===== src/rtl/mux_tree_pkg.sv =====
// rtl/mux_tree_pkg.sv - shared encodings and level-count helper for the mux tree
package mux_tree_pkg;

    localparam logic MODE_DIRECT = 1'b0;
    localparam logic MODE_SCAN   = 1'b1;

    function automatic int f_levels(input int n);
        return $clog2(n);
    endfunction

endpackage


===== src/rtl/mux_tree_stage.sv =====
// rtl/mux_tree_stage.sv - one tree level: pairwise 2:1 select on tag bit BIT, then register
module mux_tree_stage
    import mux_tree_pkg::*;
#(
    parameter int N_IN  = 2,
    parameter int WIDTH = 8,
    parameter int SELW  = 1,
    parameter int BIT   = 0
) (
    input  logic                          clk,
    input  logic                          rst_n,
    input  logic                          en,
    input  logic [N_IN*WIDTH-1:0]         i_data,
    input  logic [SELW-1:0]               i_tag,
    input  logic                          i_valid,
    input  logic                          i_scan,
    output logic [(N_IN/2)*WIDTH-1:0]     o_data,
    output logic [SELW-1:0]               o_tag,
    output logic                          o_valid,
    output logic                          o_scan
);

    localparam int N_OUT = N_IN / 2;

    logic [N_OUT*WIDTH-1:0] w_pick;
    logic [N_OUT*WIDTH-1:0] r_data;
    logic [SELW-1:0]        r_tag;
    logic                   r_valid;
    logic                   r_scan;

    // Tag bit set selects the odd member of each pair.
    always_comb begin
        w_pick = '0;
        for (int j = 0; j < N_OUT; j++) begin
            w_pick[j*WIDTH +: WIDTH] = i_tag[BIT] ? i_data[(2*j+1)*WIDTH +: WIDTH]
                                                  : i_data[(2*j)*WIDTH +: WIDTH];
        end
    end

    always_ff @(posedge clk or negedge rst_n) begin
        if (!rst_n) begin
            r_data  <= '0;
            r_tag   <= '0;
            r_valid <= 1'b0;
            r_scan  <= 1'b0;
        end else if (en) begin
            r_data  <= w_pick;
            r_tag   <= i_tag;
            r_valid <= i_valid;
            r_scan  <= i_scan;
        end
    end

    assign o_data  = r_data;
    assign o_tag   = r_tag;
    assign o_valid = r_valid;
    assign o_scan  = r_scan;

endmodule


===== src/rtl/mux_tree_pipe.sv =====
// rtl/mux_tree_pipe.sv - pipelined N:1 channel mux tree with travelling tag and scan counter
module mux_tree_pipe
    import mux_tree_pkg::*;
#(
    parameter int N_CH  = 16,
    parameter int WIDTH = 8,
    parameter int SELW  = $clog2(N_CH)
) (
    input  logic                   clk,
    input  logic                   rst_n,
    input  logic                   en,
    input  logic [N_CH*WIDTH-1:0]  in_data,
    input  logic                   in_valid,
    input  logic                   mode,
    input  logic [SELW-1:0]        sel,
    output logic [WIDTH-1:0]       out_data,
    output logic [SELW-1:0]        out_sel,
    output logic                   out_valid,
    output logic                   out_last
);

    localparam int L  = f_levels(N_CH);
    localparam int DW = N_CH * WIDTH;

    logic [SELW-1:0] r_scan_cnt;
    logic            r_last;
    logic            w_scan_mode;

    // Level k feeds stage k; only the low (N_CH>>k)*WIDTH bits of each word are live.
    logic [DW-1:0]   w_data  [0:L];
    logic [SELW-1:0] w_tag   [0:L];
    logic            w_valid [0:L];
    logic            w_scan  [0:L];

    assign w_scan_mode = (mode == MODE_SCAN);
    assign w_data[0]   = in_data;
    assign w_tag[0]    = w_scan_mode ? r_scan_cnt : sel;
    assign w_valid[0]  = in_valid;
    assign w_scan[0]   = w_scan_mode;

    always_ff @(posedge clk or negedge rst_n) begin
        if (!rst_n) begin
            r_scan_cnt <= '0;
        end else if (en) begin
            if (!w_scan_mode) begin
                r_scan_cnt <= '0;
            end else if (in_valid) begin
                r_scan_cnt <= r_scan_cnt + 1'b1;
            end
        end
    end

    for (genvar k = 0; k < L; k++) begin : g_lvl
        localparam int NI = N_CH >> k;
        localparam int NO = NI / 2;

        mux_tree_stage #(
            .N_IN  (NI),
            .WIDTH (WIDTH),
            .SELW  (SELW),
            .BIT   (k)
        ) u_stage (
            .clk     (clk),
            .rst_n   (rst_n),
            .en      (en),
            .i_data  (w_data[k][NI*WIDTH-1:0]),
            .i_tag   (w_tag[k]),
            .i_valid (w_valid[k]),
            .i_scan  (w_scan[k]),
            .o_data  (w_data[k+1][NO*WIDTH-1:0]),
            .o_tag   (w_tag[k+1]),
            .o_valid (w_valid[k+1]),
            .o_scan  (w_scan[k+1])
        );

        assign w_data[k+1][DW-1:NO*WIDTH] = '0;
    end

    // Registered alongside the final stage so out_last lines up with out_valid.
    always_ff @(posedge clk or negedge rst_n) begin
        if (!rst_n) begin
            r_last <= 1'b0;
        end else if (en) begin
            r_last <= w_valid[L-1] & w_scan[L-1] & (w_tag[L-1] == SELW'(N_CH - 1));
        end
    end

    assign out_data  = w_data[L][WIDTH-1:0];
    assign out_sel   = w_tag[L];
    assign out_valid = w_valid[L];
    assign out_last  = r_last;

endmodule


===== config.mk =====
export PLATFORM = sky130hd
export DESIGN_NAME = mux_tree_pipe
export DESIGN_NICKNAME = d
export VERILOG_FILES = /design/src/rtl/mux_tree_pkg.sv /design/src/rtl/mux_tree_stage.sv /design/src/rtl/mux_tree_pipe.sv
export SDC_FILE = /design/constraint.sdc
export NUM_CORES = 1
export LEC_CHECK = 0
export ABC_CLOCK_PERIOD_IN_PS = 1590
export CAP_MARGIN = 20
export CORE_ASPECT_RATIO = 1.75
export CORE_UTILIZATION = 51
export CTS_CLUSTER_SIZE = 30
export DETAILED_ROUTE_END_ITERATION = 8
export PLACE_DENSITY_LB_ADDON = 0.08
export SLEW_MARGIN = 15
export SYNTH_ARGS = -nofsm -noshare
export SYNTH_HDL_FRONTEND = slang
export SYNTH_SLANG_ARGS = --single-unit

===== constraint.sdc =====
create_clock -name clk -period 1.59 [get_ports clk]
set_input_delay 0.159 -clock clk [delete_from_list [all_inputs] [get_ports clk]]
set_output_delay 0.159 -clock clk [all_outputs]
set_load 0.01 [all_outputs]

==> results.py, run 1 <==
metrics = {
    "run_status": {
        "status": "finished clean",
    },
    "setup_path": {
        "crit_start": "r_scan_cnt[0]",
        "r2r_slack_ns": 0.07,
        "path_class": "register to register",
        "crit_fanout": 18,
        "r2r_cells": 5,
        "critPathLaunchType": "register",
        "cp-end-kind": "register",
        "required_ns": 1.87,
        "r2r-start": "r_scan_cnt[0]",
        "r2r_end": "g_lvl[0].u_stage.o_data[9]",
        "worstPathArrival_ns": 1.80,
    },
    "clock_network": {
        "worst_skew_pair.late_latency_ns": 0.42,
        "clock-sinks": 148,
        "numCtsBuffers": 17,
        "clkTransAtPathRegs_ns": 0.06,
        "htreeDepth": 4,
        "cts_tree": "done",
        "clockBufferDepth": 2,
        "cts_root_buf": "clkbuf_16",
    },
    "detailed_routing": {
        "viasPerCell": 5.27,
        "drt-met1-wl_um": 5860,
        "met2_wirelength_um": 8080,
        "final_antenna_net_count": 0,
        "vias": 4923,
        "dr.first_iter.drc_count": 275,
        "wire_per_inst_um": 15.6,
        "route.detailed.drc": 0,
        "drt_pass1_iterations": 6,
        "met3_wirelength_um": 440,
        "routed_wl_um": 14600,
        "top_layer": "met4",
    },
    "placement": {
        "portBuffers": 150,
        "place_area_mm2": 0.00831,
        "dp_hpwl_um": 9890,
        "place_ws_ns": -0.265,
        "gp_congestion": 0.759,
        "numPlacedInstances": 899,
    },
    "timing": {
        "relSlewSlack_pct": 60.6,
        "setup_viol": 0,
        "fin_skew_ns": 0.00739,
        "fin_crit_sh_pct": 95.4,
        "period_minus_slack_ns": 1.52,
        "fin_ws_ns": 0.0724,
        "setup_tns_ns": 0,
        "slew_violations": 0,
        "max_freq_mhz": 659,
        "tightest_slew_ns": 0.591,
        "hold-worst-slack_ns": 0.248,
        "hold_viol_final": 0,
    },
    "floorplan": {
        "start_util_pct": 51.9,
        "fp.dieH_um": 153,
        "core_mm2": 0.0129,
        "io_pins": 151,
        "die_area_mm2": 0.0136,
        "die_w_um": 88.5,
        "num_rows": 55,
    },
    "global_routing": {
        "grt_max_degree": 76,
        "grt.overflow.total": 0,
        "grt_pass1_vias": 5061,
        "grt_first_pass_wirelength_um": 23700,
        "grt_use_total_pct": 22.6,
        "antenna_found_initial": 0,
    },
    "finish": {
        "layout.nets": 889,
        "final_area_mm2": 0.00896,
        "stdcell_count": 935,
        "regArea_mm2": 0.00370,
        "drive_above_1_share_pct": 9.29,
        "fillCellCount": 1025,
        "syn_to_final_growth_pct": 34.2,
        "diodes": 0,
        "multi_input_area_mm2": 0.00268,
        "final_util_pct": 69.7,
    },
    "synth": {
        "ys_types": 26,
        "synthesis.nets": 747,
        "synth-seq-cells": 148,
        "synthCells": 609,
        "yosys_warnings": 0,
        "ys_seq_area_share_pct": 55.4,
        "syn_area_mm2": 0.00668,
        "postSynthAreaPerCell_um2": 11.0,
    },
    "power_and_ir_drop": {
        "p_leak_nw": 4.00,
        "p_total_mw": 11.0,
        "power.density_mw_per_mm2": 1220,
        "max-vdd-ir-drop_uv": 735,
    },
    "min_path": {
        "hold_path_class": "input pin to asynchronous set/reset pin",
    },
    "run": {
        "max_cap_violations": 0,
    },
}
[synthesized netlist by cell type]
cell,n,area (µm²)
dfrtp_1,148,3700
a21oi_1,124,621
nor2_1,124,465
mux2i_1,123,1230
clkbuf_1,23,86.3
mux2_2,18,203
buf_2,9,45.0
o21ai_0,6,30.0
buf_1,5,18.8
buf_12,5,100
inv_1,4,15.0
nand2_1,3,11.3
nand3_1,3,15.0
nand4_1,2,12.5
a21boi_0,1,7.51
a21o_1,1,7.51
a22o_1,1,8.76
and4b_1,1,10.0
buf_4,1,7.51
buf_6,1,11.3
buf_8,1,15.0
ha_1,1,12.5
mux2i_4,1,22.5
nor2b_1,1,6.26
nor3_1,1,5.00
o311ai_0,1,8.76
[critical path: stages, from the launching register on]
cell and delay [ns]:
dfrtp_1 0.44, mux2i_4 0.23, buf_4 0.16, buf_12 0.17, mux2i_2 0.26, a21oi_1 0.11
[power by group]
part           total, mW  internal (mW)  leakage (nW)  switching [mW]
Combinational       2.12           1.18          2.06           0.948
Clock               4.06           2.51         0.297            1.55
Sequential          4.79           4.39          1.64           0.408
Total               11.0           8.07          4.00            2.91
[worst max-delay path by stage]
stage / endpoint / slack [ns] / cells past startpoint
5_1_grt: g_lvl[0].u_stage.o_data[9] / -0.001 / 5
2_1_floorplan: g_lvl[0].u_stage.o_data[14] / 0.30 / 5
4_1_cts: g_lvl[0].u_stage.o_data[9] / 0.05 / 4
3_5_place_dp: g_lvl[0].u_stage.o_data[9] / -0.27 / 5
3_3_place_gp: g_lvl[0].u_stage.o_data[9] / -0.22 / 5
6_report: g_lvl[0].u_stage.o_data[9] / 0.07 / 5
[sequential cells by signal, indices dropped and copies added (netlist names)]
name	cells
g_lvl.u_stage.o_valid	4
g_lvl.u_stage.o_scan	3
g_lvl.u_stage.o_data	120
out_last	1
g_lvl.u_stage.o_tag	16
r_scan_cnt	4
[metal layers]
layer | vias to the layer above | GRT usage [%]
met5 | - | 0
met4 | 0 | 6.91
met3 | 20 | 4.54
met2 | 110 | 40.0
met1 | 2384 | 27.0
li1 | 2409 | -
[area by class of cell]
class,count,share of cell area [%]
well taps,171,2.39
flip-flops and latches,148,41.3
repair buffers,168,19.5
clock inverters,13,1.76
clock buffers,19,4.94
inverters,4,0.167
multi-input cells,412,29.9
[logic make-up after synthesis]
| group | count (synthesis) | synth area share, % |
|---|---|---|
| compound gates | 134 | 10.2 |
| fa+ha+maj | 1 | 0.187 |
| buf+inv | 49 | 4.48 |
| flops | 148 | 55.4 |
| mux | 142 | 21.8 |
| simple gates | 135 | 7.87 |
[cell usage in the layout (no fill, tap or decap), types with 4 or more instances in the layout]
cell | Yosys | final
nor2_1 | 124 | 124
buf_4 | 1 | 9
o21ai_0 | 6 | 6
dfrtp_1 | 148 | 147
a21oi_1 | 124 | 124
mux2_2 | 18 | 18
clkdlybuf4s50_1 | 0 | 148
clkbuf_16 | 0 | 18
buf_12 | 5 | 7
mux2i_1 | 123 | 122
inv_1 | 4 | 4
clkinv_2 | 0 | 5
[what timing repair did]
item	CTS	global route
hold endpoints to repair	42	0
setup buffers	0	2
hold buffers	1	0
gates resized for setup	0	1
endpoints found under the setup margin	0	1
Note: power is estimated with default switching activity, not from simulation.
==> run 2, diff against run 1 <==
CORE_UTILIZATION = 35   (was 51)
==> run 2 against run 1 <==
Combinational power fell by 2%. Worst hold slack worse by 0.063 ns. Critical endpoint is now g_lvl[0].u_stage.o_data[47]. Critical path type unchanged. Global-route usage down 7.3 points. Die area is 45% higher. Clock power is 3% lower. Via count shrank 4.4%. Total power shrank 1.8%. Sequential share of layout area decreased by 0.19 points.
==> results.py, run 2 (synthesized netlist as in run 1, its figures left out) <==
metrics = {
    "run_status": {
        "status": "finished clean",
    },
    "setup_path": {
        "r2r_slack_ns": 0.08,
        "r2r_cells": 4,
        "crit_fanout": 29,
        "crit_start": "r_scan_cnt[0]",
        "worstSetupEndpoint": "g_lvl[0].u_stage.o_data[47]",
        "required_ns": 1.87,
        "r2r_end": "g_lvl[0].u_stage.o_data[47]",
        "cp-end-kind": "register",
        "worstPathArrival_ns": 1.79,
        "r2r-start": "r_scan_cnt[0]",
        "critPathLaunchType": "register",
        "path_class": "register to register",
    },
    "power_and_ir_drop": {
        "power.density_mw_per_mm2": 1200,
        "pwr-share-seq_pct": 44.4,
        "internal-power_mw": 7.88,
        "p_total_mw": 10.8,
        "p_comb_share_pct": 19.3,
        "p_leak_nw": 3.95,
        "p_clk_share_pct": 36.4,
        "p_switching_mw": 2.90,
        "max-vdd-ir-drop_uv": 669,
        "netSwitchingFraction_pct": 26.9,
    },
    "timing": {
        "rsz0062_at_grt": "false",
        "hold_viol_final": 0,
        "setup_viol": 0,
        "fin_crit_sh_pct": 94.9,
        "slew_violations": 0,
        "setup_tns_ns": 0,
        "max_freq_mhz": 663,
        "tightest_slew_ns": 0.600,
        "fin_skew_ns": 0.00912,
        "relSlewSlack_pct": 60.0,
        "period_minus_slack_ns": 1.51,
    },
    "detailed_routing": {
        "wire_per_inst_um": 14.4,
        "dr.first_iter.drc_count": 198,
        "viasPerCell": 4.71,
        "final_antenna_net_count": 0,
        "drt_pass1_iterations": 4,
        "route.detailed.drc": 0,
        "vias": 4706,
        "routed_wl_um": 14400,
    },
    "finish": {
        "syn_to_final_growth_pct": 34.8,
        "final_area_mm2": 0.00901,
        "layout.nets": 887,
        "diodes": 0,
        "mostFrequentLayoutCell": "clkdlybuf4s50_1",
        "final_cell_mix": "clkdlybuf4s50_1, dfrtp_1, nor2_1, a21oi_1, mux2i_1",
        "largest_register_ffs": 120,
        "stdcell_count": 1000,
        "drive_above_1_share_pct": 8.79,
    },
    "global_routing": {
        "grt_pass1_vias": 4835,
        "grt_max_degree": 75,
        "grt_first_pass_wirelength_um": 23700,
        "antenna_found_initial": 0,
        "grt.overflow.total": 0,
        "grt_use_total_pct": 15.3,
    },
    "placement": {
        "place_area_mm2": 0.00841,
        "numPlacedInstances": 967,
        "portBuffers": 150,
        "gp_congestion": 0.702,
        "dp_hpwl_um": 10300,
    },
    "clock_network": {
        "clock-sinks": 148,
        "hold_buffers": 1,
        "cts_tree": "done",
        "worst_skew_pair.late_latency_ns": 0.41,
        "htreeDepth": 4,
        "numCtsBuffers": 17,
        "clockBufferDepth": 2,
        "cts_root_buf": "clkbuf_16",
        "post_cts_resized": 0,
        "clkTransAtPathRegs_ns": 0.07,
        "postCtsSetupBuffers": 0,
    },
    "floorplan": {
        "num_rows": 66,
        "die_w_um": 106,
        "io_pins": 151,
        "fp.dieH_um": 185,
        "die_area_mm2": 0.0197,
        "core_mm2": 0.0187,
        "start_util_pct": 35.8,
    },
    "min_path": {
        "hold_path_class": "input pin to asynchronous set/reset pin",
    },
    "run": {
        "max_cap_violations": 0,
    },
}
run 2: cell types whose count changed in the layout (fill, tap and decap cells not counted), sizes merged:
| cell | previous run | this run |
|---|---|---|
| clkbuf | 21 | 20 |
| clkinvlp | 1 | 6 |
| bufinv | 3 | 2 |
| clkinv | 8 | 1 |
| buf | 17 | 16 |
| inv | 5 | 8 |
run 2: worst max-delay path, cell delays in order, from the launching register on:
cell and delay, ns:
dfrtp_1 0.45, mux2i_4 0.24, buf_12 0.24, mux2i_1 0.30
a21oi_1 0.10
run 2: power groups by stage:
stage / Clock, mW / Combinational (mW) / Sequential (mW)
global route: 4.20 / 2.29 / 4.87
detailed placement: 0 / 2.12 / 4.86
CTS: 4.02 / 2.13 / 4.80
finish: 3.92 / 2.08 / 4.78
global placement: 0 / 2.08 / 4.84
floorplan: 0 / 1.25 / 4.75
run 2: area by class of cell:
cell class / instances / area, µm²
Sequential cell: 148 / 3700
Clock inverter: 13 / 149
Inverter: 4 / 15.0
Clock buffer: 19 / 433
Timing Repair Buffer: 166 / 1730
Tap cell: 238 / 298
Multi-Input combinational cell: 412 / 2680
Fill cell: 1823 / 9660
run 2: routing by layer:
metal  share of wire, %  track usage, %  wire length, µm
met1                 43            18.6             6220
met3                3.0            3.18              430
met5                  0               0                0
met2                 53            27.3             7580
met4               0.83            4.44              119
run 2: how the worst min path moves through the flow:
stage | from | depth (start not counted) | endpoint | slack, ns
2_1_floorplan | rst_n | 0 | g_lvl[0].u_stage.o_data[0] | -0.14
3_3_place_gp | rst_n | 1 | r_scan_cnt[0] | 0.06
3_5_place_dp | rst_n | 1 | r_scan_cnt[1] | 0.07
4_1_cts | rst_n | 2 | r_scan_cnt[1] | 0.19
5_1_grt | rst_n | 2 | r_scan_cnt[1] | 0.20
6_report | rst_n | 2 | r_scan_cnt[1] | 0.19
run 2: stage by stage:
step           utilization, %  hold slack [ns]  setup WS [ns]
3_3_place_gp             45.1           0.0623         -0.285
2_1_floorplan               -           -0.137          0.302
6_report                 48.3            0.186         0.0812
5_1_grt                  48.3            0.200        0.00198
4_1_cts                  48.3            0.190         0.0341
3_5_place_dp             45.1           0.0674         -0.293
==> run 3, diff against run 2 <==
CTS_CLUSTER_DIAMETER = 30   (was not set)
PLACE_DENSITY_LB_ADDON = not set   (was 0.08)
SETUP_SLACK_MARGIN = 0.5   (was not set)
==> run 3 against run 2 <==
Non-clock buffer count is 30 higher. Sequential share of layout area is 3.0 points lower. Core utilization is 3.8 points higher. Sequential power is 1% higher. Highest routed layer unchanged. Total power is 5.9% higher. Clock skew is 0.0020 ns lower. Critical path type unchanged.
==> results.py, run 3 (synthesized netlist as in run 1, its figures left out) <==
metrics = {
    "clock_network": {
        "clock-sinks": 148,
        "cts_tree": "done",
        "clkTransAtPathRegs_ns": 0.06,
        "worst_skew_pair.late_latency_ns": 0.41,
        "numCtsBuffers": 17,
        "cts_root_buf": "clkbuf_16",
        "htreeDepth": 4,
        "clockBufferDepth": 2,
    },
    "placement": {
        "place_area_mm2": 0.00842,
        "dp_hpwl_um": 10600,
        "numPlacedInstances": 966,
        "gp_congestion": 0.771,
        "portBuffers": 150,
    },
    "setup_path": {
        "crit_fanout": 25,
        "path_cells": "mux2i_4, buf_12, mux2i_2, a21oi_1",
        "r2r_slack_ns": 0.16,
        "r2r_cells": 4,
        "worstSetupEndpoint": "g_lvl[0].u_stage.o_data[39]",
        "crit_start": "r_scan_cnt[0]",
        "cp-end-kind": "register",
        "slowest_stage": "dfrtp_2",
        "cpPeakStageDelay_ns": 0.43,
        "critPathLaunchType": "register",
        "path_class": "register to register",
        "required_ns": 1.88,
        "r2r-start": "r_scan_cnt[0]",
        "worstPathArrival_ns": 1.72,
        "r2r_end": "g_lvl[0].u_stage.o_data[39]",
    },
    "timing": {
        "hold-worst-slack_ns": 0.181,
        "max_freq_mhz": 699,
        "period_minus_slack_ns": 1.43,
        "slew_violations": 0,
        "fin_skew_ns": 0.00711,
        "fin_crit_sh_pct": 90.0,
        "relSlewSlack_pct": 69.7,
        "tightest_slew_ns": 0.455,
        "setup_viol": 0,
        "hold_viol_final": 0,
        "rsz0062_at_grt": "true",
    },
    "global_routing": {
        "grt_first_pass_wirelength_um": 25900,
        "grt.overflow.total": 0,
        "antenna_found_initial": 0,
        "grt_pass1_vias": 5286,
        "grt_use_total_pct": 17.3,
        "grt_max_degree": 71,
    },
    "detailed_routing": {
        "viasPerCell": 4.86,
        "wire_per_inst_um": 16.4,
        "routed_wl_um": 16900,
        "dr.first_iter.drc_count": 226,
        "vias": 5010,
        "drt_pass1_iterations": 6,
        "final_antenna_net_count": 0,
        "route.detailed.drc": 0,
    },
    "power_and_ir_drop": {
        "p_leak_nw": 4.19,
        "p_total_mw": 11.4,
        "max-vdd-ir-drop_uv": 707,
        "p_switching_mw": 3.26,
        "p_clk_share_pct": 33.7,
        "pwr-share-seq_pct": 42.5,
        "p_comb_share_pct": 23.8,
        "internal-power_mw": 8.16,
        "netSwitchingFraction_pct": 28.5,
        "power.density_mw_per_mm2": 1180,
    },
    "finish": {
        "final_util_pct": 52.1,
        "final_cell_mix": "dfrtp_1, clkdlybuf4s50_1, nor2_1, a21oi_1, mux2i_1",
        "diodes": 0,
        "drive_above_1_share_pct": 19.2,
        "stdcell_count": 1030,
        "final_area_mm2": 0.00972,
        "mostFrequentLayoutCell": "dfrtp_1",
        "largest_register_ffs": 120,
        "syn_to_final_growth_pct": 45.5,
        "layout.nets": 917,
        "fillCellCount": 1741,
    },
    "floorplan": {
        "die_area_mm2": 0.0197,
        "num_rows": 66,
        "core_mm2": 0.0187,
        "io_pins": 151,
        "start_util_pct": 35.8,
        "fp.dieH_um": 185,
        "die_w_um": 106,
    },
    "run_status": {
        "status": "finished clean",
    },
    "min_path": {
        "holdPathStages": 2,
        "hold_path_class": "input pin to register",
        "hp-start": "en",
    },
    "run": {
        "max_cap_violations": 0,
    },
}
## run 3: changes by cell type in the layout (fill, tap and decap cells not counted), moves of 8 or more
| cell | previous run | this run |
|---|---|---|
| mux2i_2 | 0 | 10 |
| clkdlybuf4s50_1 | 148 | 134 |
| mux2i_1 | 123 | 101 |
| a21oi_2 | 0 | 11 |
| buf_4 | 7 | 18 |
| buf_16 | 0 | 8 |
| mux2i_4 | 1 | 13 |
| buf_6 | 1 | 10 |
| buf_2 | 0 | 9 |
| a21oi_1 | 124 | 113 |
## run 3: worst min path at each step
stage | endpoint | slack (ns)
finish | r_scan_cnt[2] | 0.18
floorplan | g_lvl[0].u_stage.o_data[0] | -0.14
global placement | g_lvl[2].u_stage.o_data[1] | 0.12
global route | r_scan_cnt[2] | 0.20
CTS | r_scan_cnt[2] | 0.17
detailed placement | g_lvl[3].u_stage.o_data[1] | 0.13
## run 3: routing by layer
| metal | track usage [%] | wire length [µm] |
|---|---|---|
| met5 | 0 | 0 |
| met4 | 6.52 | 252 |
| met3 | 3.18 | 558 |
| met2 | 32.3 | 9520 |
| met1 | 19.0 | 6590 |
## run 3: cell type report
type                    count  area [µm²]  area share (%)
multi-input cells         412        2930            30.2
inverters                   4        15.0           0.155
flip-flops and latches    148        3710            38.2
clock inverters            15         145            1.49
clock buffers              17         425            4.38
repair buffers            196        2190            22.6
well taps                 238         298            3.06
## run 3: per-stage QoR
stage,setup WS (ns),TNS (ns)
5_1_grt,0.0962,0
3_3_place_gp,-0.243,-11.83
4_1_cts,0.153,0
3_5_place_dp,-0.255,-13.03
2_1_floorplan,0.310,0
6_report,0.159,0
## run 3: timing repair
item                                   in CTS  in global routing
endpoints found under the hold margin      39                  0
gates resized for setup                    92                 38
setup buffers                              15                  6
pin swaps                                  18                 21
hold buffers                                1                  0
setup endpoints to repair                 115                122
gates cloned                                7                  3
## run 3: power groups by stage
stage	Sequential (mW)	Clock, mW	Combinational, mW
global route	4.92	4.12	2.92
global placement	4.83	0	2.08
detailed placement	4.85	0	2.12
floorplan	4.75	0	1.26
CTS	4.81	3.94	2.48
finish	4.85	3.85	2.72
## run 3: worst max-delay path, delay by kind of cell, from the launching register on
| kind | cells | cell delay [ns] |
|---|---|---|
| muxes | 2 | 0.50 |
| DFF | 1 | 0.43 |
| buffers and inverters | 1 | 0.24 |
| AOI/OAI and AO/OA | 1 | 0.09 |
